<file path="src/rtl/ksa2_tester_pkg.sv">
// Shared definitions for the KSA2 pulse tester.
//   state_t         controller states
//   LFSR_TAPS       feedback mask for x^8+x^6+x^5+x^4+1 (shift-left Fibonacci form)
//   LFSR_SEED_DEFAULT  nonzero seed loaded on reset and on every accepted start
//   ksa2_golden     reference sum {cout,sum1,sum0} for one operand vector
//   lfsr_next       one LFSR step
package ksa2_tester_pkg;

    typedef enum logic [1:0] {
        ST_IDLE  = 2'd0,
        ST_RUN   = 2'd1,
        ST_DRAIN = 2'd2,
        ST_DONE  = 2'd3
    } state_t;

    localparam logic [7:0] LFSR_TAPS         = 8'hB8;
    localparam logic [7:0] LFSR_SEED_DEFAULT = 8'hA5;

    function automatic logic [2:0] ksa2_golden(input logic [1:0] a,
                                               input logic [1:0] b,
                                               input logic       cin);
        return {1'b0, a} + {1'b0, b} + {2'b00, cin};
    endfunction

    function automatic logic [7:0] lfsr_next(input logic [7:0] s);
        return {s[6:0], ^(s & LFSR_TAPS)};
    endfunction

endpackage

</file>
<file path="src/rtl/ksa2_vec_gen.sv">
// Operand vector source for the KSA2 pulse tester.
// Ports:
//   GCLK, RST  clock, async active-high reset
//   load       restart both sources (counter to 0, LFSR to SEED)
//   step       advance both sources by one vector
//   mode       0 = exhaustive counter, 1 = LFSR
//   vec        {cin,b1,b0,a1,a0} for the current vector
module ksa2_vec_gen
    import ksa2_tester_pkg::*;
#(
    parameter logic [7:0] SEED = LFSR_SEED_DEFAULT
) (
    input  logic       GCLK,
    input  logic       RST,
    input  logic       load,
    input  logic       step,
    input  logic       mode,
    output logic [4:0] vec
);

    logic [4:0] cnt;
    logic [7:0] lfsr;

    always_ff @(posedge GCLK or posedge RST) begin
        if (RST) begin
            cnt  <= '0;
            lfsr <= SEED;
        end else if (load) begin
            cnt  <= '0;
            lfsr <= SEED;
        end else if (step) begin
            cnt  <= cnt + 5'd1;
            lfsr <= lfsr_next(lfsr);
        end
    end

    // 5-bit counter wraps naturally, giving the mod-32 exhaustive pattern.
    assign vec = mode ? lfsr[4:0] : cnt;

endmodule

</file>
<file path="src/rtl/ksa2_pulse_tester.sv">
// Driver/checker for the 2-bit Kogge-Stone adder pads.
// Launches one operand vector per GCLK cycle, aligns golden results to the
// adder's pipeline depth and reports pass/fail, error count and first failure.
// Ports:
//   GCLK, RST                  clock, async active-high reset
//   start, mode, num_vec       run request; mode/num_vec sampled on accept
//   a0/a1/b0/b1/cin_Pad        registered stimulus to the adder
//   sum0/sum1/cout_Pad         adder response, sampled on GCLK
//   busy, done, pass           run status (done is a one-cycle pulse)
//   err_count                  mismatching vectors, saturating at 255
//   first_err_idx/got/exp      index, received and expected value of first mismatch
//
// state    | meaning
// ST_IDLE  | waiting for start after reset
// ST_RUN   | launching vectors, one per cycle
// ST_DRAIN | pads at 0, waiting for the last response to be compared
// ST_DONE  | results held until the next start
module ksa2_pulse_tester
    import ksa2_tester_pkg::*;
#(
    parameter int         DEPTH     = 4,
    parameter int         NVEC_W    = 8,
    parameter logic [7:0] LFSR_SEED = LFSR_SEED_DEFAULT
) (
    input  logic              GCLK,
    input  logic              RST,
    input  logic              start,
    input  logic              mode,
    input  logic [NVEC_W-1:0] num_vec,
    output logic              a0_Pad,
    output logic              a1_Pad,
    output logic              b0_Pad,
    output logic              b1_Pad,
    output logic              cin_Pad,
    input  logic              sum0_Pad,
    input  logic              sum1_Pad,
    input  logic              cout_Pad,
    output logic              busy,
    output logic              done,
    output logic              pass,
    output logic [7:0]        err_count,
    output logic [NVEC_W-1:0] first_err_idx,
    output logic [2:0]        first_err_got,
    output logic [2:0]        first_err_exp
);

    localparam int DRAIN_W = $clog2(DEPTH + 1);

    typedef struct packed {
        logic              vld;
        logic [NVEC_W-1:0] vidx;
        logic [2:0]        gold;
    } exp_t;

    state_t             state;
    logic               mode_q;
    logic [NVEC_W-1:0]  num_vec_q;
    logic [NVEC_W-1:0]  idx;
    logic [DRAIN_W-1:0] drain_cnt;

    // pipe[0] is loaded on the same edge as the pad registers, so it tracks the
    // vector currently on the pads; pipe[DEPTH] lines up with the response
    // being sampled at this edge.
    exp_t pipe [DEPTH+1];

    logic [4:0] vec;
    logic       accept;
    logic       mismatch;
    logic [2:0] resp;
    logic [7:0] err_next;

    assign accept   = start && (state == ST_IDLE || state == ST_DONE);
    assign resp     = {cout_Pad, sum1_Pad, sum0_Pad};
    assign mismatch = pipe[DEPTH].vld && (resp != pipe[DEPTH].gold);
    assign err_next = (mismatch && err_count != 8'hFF) ? err_count + 8'd1 : err_count;

    ksa2_vec_gen #(
        .SEED (LFSR_SEED)
    ) u_vec_gen (
        .GCLK (GCLK),
        .RST  (RST),
        .load (accept),
        .step (state == ST_RUN),
        .mode (mode_q),
        .vec  (vec)
    );

    always_ff @(posedge GCLK or posedge RST) begin
        if (RST) begin
            state         <= ST_IDLE;
            mode_q        <= 1'b0;
            num_vec_q     <= '0;
            idx           <= '0;
            drain_cnt     <= '0;
            {cin_Pad, b1_Pad, b0_Pad, a1_Pad, a0_Pad} <= '0;
            for (int i = 0; i <= DEPTH; i++) pipe[i] <= '0;
            busy          <= 1'b0;
            done          <= 1'b0;
            pass          <= 1'b0;
            err_count     <= '0;
            first_err_idx <= '0;
            first_err_got <= '0;
            first_err_exp <= '0;
        end else begin
            done <= 1'b0;

            for (int i = 1; i <= DEPTH; i++) pipe[i] <= pipe[i-1];
            if (state == ST_RUN) begin
                {cin_Pad, b1_Pad, b0_Pad, a1_Pad, a0_Pad} <= vec;
                pipe[0] <= '{vld: 1'b1, vidx: idx,
                             gold: ksa2_golden(vec[1:0], vec[3:2], vec[4])};
            end else begin
                {cin_Pad, b1_Pad, b0_Pad, a1_Pad, a0_Pad} <= '0;
                pipe[0] <= '0;
            end

            // err_count never returns to 0 once it leaves it, so it doubles as
            // the "first mismatch not yet seen" flag.
            err_count <= err_next;
            if (mismatch && err_count == 8'd0) begin
                first_err_idx <= pipe[DEPTH].vidx;
                first_err_got <= resp;
                first_err_exp <= pipe[DEPTH].gold;
            end

            case (state)
                ST_IDLE, ST_DONE: begin
                    if (start) begin
                        mode_q        <= mode;
                        num_vec_q     <= num_vec;
                        idx           <= '0;
                        err_count     <= '0;
                        first_err_idx <= '0;
                        first_err_got <= '0;
                        first_err_exp <= '0;
                        if (num_vec == '0) begin
                            state <= ST_DONE;
                            done  <= 1'b1;
                            pass  <= 1'b1;
                        end else begin
                            state <= ST_RUN;
                            busy  <= 1'b1;
                            pass  <= 1'b0;
                        end
                    end
                end
                ST_RUN: begin
                    idx <= idx + NVEC_W'(1);
                    if (idx == num_vec_q - NVEC_W'(1)) begin
                        state     <= ST_DRAIN;
                        drain_cnt <= DRAIN_W'(DEPTH);
                    end
                end
                ST_DRAIN: begin
                    // DEPTH+1 drain cycles: the last vector sits on the pads one
                    // cycle after it is decided, then needs DEPTH more cycles.
                    if (drain_cnt == '0) begin
                        state <= ST_DONE;
                        busy  <= 1'b0;
                        done  <= 1'b1;
                        pass  <= (err_next == 8'd0);
                    end else begin
                        drain_cnt <= drain_cnt - DRAIN_W'(1);
                    end
                end
                default: state <= ST_IDLE;
            endcase
        end
    end

endmodule

</file>
<file path="config.mk">
export PLATFORM = sky130hd
export DESIGN_NAME = ksa2_pulse_tester
export DESIGN_NICKNAME = d
export VERILOG_FILES = /design/src/rtl/ksa2_tester_pkg.sv /design/src/rtl/ksa2_vec_gen.sv /design/src/rtl/ksa2_pulse_tester.sv
export SDC_FILE = /design/constraint.sdc
export NUM_CORES = 1
export LEC_CHECK = 0
export CAP_MARGIN = 40
export CELL_PAD_IN_SITES_DETAIL_PLACEMENT = 0
export CELL_PAD_IN_SITES_GLOBAL_PLACEMENT = 2
export CORE_ASPECT_RATIO = 1.4
export CORE_MARGIN = 1
export CORE_UTILIZATION = 39
export DETAILED_ROUTE_END_ITERATION = 10
export GPL_TIMING_DRIVEN = 0
export HOLD_SLACK_MARGIN = 0.02
export PLACE_DENSITY_LB_ADDON = 0.12
export SETUP_SLACK_MARGIN = 0.2
export SLEW_MARGIN = 20
export SYNTH_ARGS = -nofsm -noshare
export SYNTH_HDL_FRONTEND = slang
export SYNTH_SLANG_ARGS = --single-unit
</file>
<file path="constraint.sdc">
create_clock -name GCLK -period 5.55 [get_ports GCLK]
set_input_delay 1.3875 -clock GCLK [delete_from_list [all_inputs] [get_ports GCLK]]
set_output_delay 1.3875 -clock GCLK [all_outputs]
set_load 0.005 [all_outputs]
</file>
==> flow_summary.json <==
{
  "pwr-share-clk": 0.427,
  "cts_sinks": 125,
  "p_int_uw": 1900,
  "first_pass_iters": 4,
  "cts_tree": "yes",
  "path_clk_slew_ps": 60,
  "fin_skew_ps": 8.52,
  "cp_max_fo": 10,
  "synth_seq_cells": 125,
  "ir_drop_mv": 0.182,
  "finalHoldViolations": 0,
  "slew_violations": 0,
  "ant_nets": 0,
  "grt_overflow_total": 0,
  "clock_path_buffers": 2,
  "required_ps": 5820,
  "regToRegStartpoint": "num_vec_q[0]$_DFFE_PP0P_",
  "place_ws_ps": 1840,
  "drv_cap": 0,
  "final_nets": 539,
  "drtIter0Drc": 104,
  "rsz0062_at_grt": "no",
  "async_flop_share": 1.00,
  "sw_frac_of_total": 0.254,
  "min_from": "pipe[54]$_DFF_PP0_",
  "seq_area_frac_synth": 0.604,
  "io_buffers": 44,
  "outcome": "completed",
  "fp.coreArea_um2": 12900,
  "synth_edf_count": 0,
  "cts_buffers": 17,
  "syn_inst": 448,
  "r2r_cells": 9,
  "busiest_layer": "met2",
  "ys_warn_count": 0,
  "fin_ws_ps": 2290,
  "gr-usage-met3": 0.0465,
  "via_per_inst": 5.09,
  "syn_to_final_growth_pct": 24.1,
  "r2r_end": "state[1]$_DFFE_PP0P_",
  "dpl_cell_area_um2": 5850,
  "grt_pass1_wl_mm": 16.9,
  "r2r_slack_ps": 3050,
  "syn-num-nets": 475,
  "finalCritPeriodShare": 0.588,
  "cts-root-buf": "clkbuf_16",
  "crit_path_end_kind": "flop",
  "wire_per_inst_um": 14.7,
  "yosysUniqueCellTypes": 58,
  "cts_resized": 0,
  "synthFlopType": "dfrtp_1",
  "postCtsSetupBuffers": 0,
  "mostFrequentLayoutCells": "dfrtp_1 (121), nand2_1 (51), nor2_1 (45)",
  "die_w_um": 99.4,
  "cts-htree-levels": 4,
  "final_common_cell": "dfrtp_1",
  "layout-drive-gt1-share": 0.107,
  "synth_area_um2": 5180,
  "clk-insertion-delay-late_ps": 410,
  "grt_pass1_vias": 3353,
  "wirelength_mm": 9.99,
  "finalCriticalPeriod_ps": 3260,
  "hp-class": "reg -> reg",
  "ctsHoldBuffers": 0,
  "power_frac_seq": 0.418,
  "startpoint": "sum0_Pad",
  "initial_core_util": 0.403,
  "combPwrFrac": 0.156,
  "drc": 0,
  "boundaryPins": 45,
  "dieArea_um2": 13800,
  "startpoint_type": "input port",
  "crit_type": "in -> reg",
  "antenna_found_initial": 0,
  "met2_usage": 0.272,
  "hold_depth": 0,
  "finalSetupViolations": 0,
  "grt_usage": 0.160,
  "worst_pin_slew_ps": 763,
  "min_to": "pipe[42]$_DFF_PP0_",
  "power.density_nw_per_um2": 395,
  "postSynthAreaPerCell_um2": 11.6,
  "fin_total_pwr_uw": 2540,
  "grt_max_degree": 80,
  "slew_headroom": 0.491,
  "switchingPower_uw": 646,
  "fmax_ghz": 0.306,
  "fp-row-count": 49,
  "finalSetupTns_ps": 0,
  "diodes": 0,
  "grtUsageMet1": 0.191,
  "dp_hpwl_mm": 6.98,
  "design_area_um2": 6430,
  "place.gp.congestion": 0.754,
  "die_h_um": 138,
  "num_vias": 3451,
  "arrival_ps": 3530,
  "p_leak_uw": 0.00291
}
[area by class of cell]
cell class | count | area, µm²
Timing Repair Buffer | 45 | 468
Tap cell | 153 | 191
Multi-Input combinational cell | 284 | 1880
Fill cell | 1198 | 6440
Inverter | 17 | 68.8
Sequential cell | 125 | 3130
Clock buffer | 18 | 429
Buffer | 22 | 110
Clock inverter | 14 | 158
[synth_stat cells, types with 2 or more instances]
master,n,area (µm²)
and2_1,17,106
and4_1,2,17.5
o31a_1,2,17.5
a41o_1,2,20.0
nand2_1,51,191
a21oi_1,10,50.1
o211ai_1,3,22.5
clkbuf_1,15,56.3
nor3_1,3,15.0
ha_1,10,125
o31ai_1,3,22.5
a2bb2oi_1,2,17.5
a32o_1,2,20.0
mux2_2,3,33.8
nand4_1,6,37.5
mux2i_1,28,280
a22oi_2,2,25.0
xnor2_1,11,96.3
nand3_1,11,55.1
o21ai_0,10,50.1
o21bai_1,2,15.0
a21boi_0,2,15.0
buf_2,4,20.0
dfstp_2,4,105
nor2_1,45,169
nor4_1,3,18.8
dfrtp_1,121,3030
buf_6,3,33.8
nor2b_1,4,25.0
or3_1,3,18.8
o22ai_1,2,12.5
and3_1,4,25.0
inv_1,17,63.8
a211oi_1,3,22.5
fa_1,2,40.0
xor2_1,14,123
[power groups by stage]
stage                     sequential, µW  combinational (µW)  clock, µW
after floorplan                     1070                 186          0
after global placement              1080                 392          0
after detailed placement            1080                 400          0
after CTS                           1060                 401       1110
after global routing                1080                 444       1150
final                               1060                 396       1090
[registers in the layout (all words and copies together), names as in the netlist, 2 cells and up]
register and cells:
drain_cnt 3, err_count 8, first_err_exp 3, first_err_got 3, first_err_idx 8, idx 8
num_vec_q 8, pipe 60, state 2, u_vec_gen.cnt 5, u_vec_gen.lfsr 8
[cells by family after synthesis]
logic type / count (synthesis) / share of synthesized area
xor+xnor: 25 / 0.0422
flops: 125 / 0.604
simple gates: 159 / 0.146
compound gates: 56 / 0.0784
fa+ha+maj: 12 / 0.0319
mux: 32 / 0.0635
buf+inv: 39 / 0.0335
[worst max-delay path: stages]
cell and delay (ps):
clkdlybuf4s50_1 450, xor2_1 160, o31a_1 370, buf_2 210, nand3_1 280, buf_2 370
mux2i_1 250, nor2_1 50
[metal layers]
metal | vias up | wire (µm)
met3 | 15 | 353
met1 | 1707 | 4270
met4 | 0 | 213
met5 | - | 0
li1 | 1649 | -
met2 | 80 | 5150
[through the flow]
step	hold WS, ps	instances	util
finish	340	678	0.500
global route	344	678	0.500
CTS	342	678	0.500
detailed placement	335	646	0.454
global placement	333	645	0.452
floorplan	331	448	-
[worst max-delay path by stage]
stage / endpoint / slack, ps / cells past startpoint
floorplan: a0_Pad$_DFF_PP0_ / 840 / 1
global placement: drain_cnt[1]$_DFFE_PP0P_ / -890 / 2
detailed placement: first_err_idx[3]$_DFF_PP0_ / 1840 / 8
CTS: first_err_idx[3]$_DFF_PP0_ / 2260 / 8
global route: first_err_idx[3]$_DFF_PP0_ / 2160 / 8
finish: first_err_idx[3]$_DFF_PP0_ / 2290 / 8
Note: power is estimated with default switching activity, not from simulation.
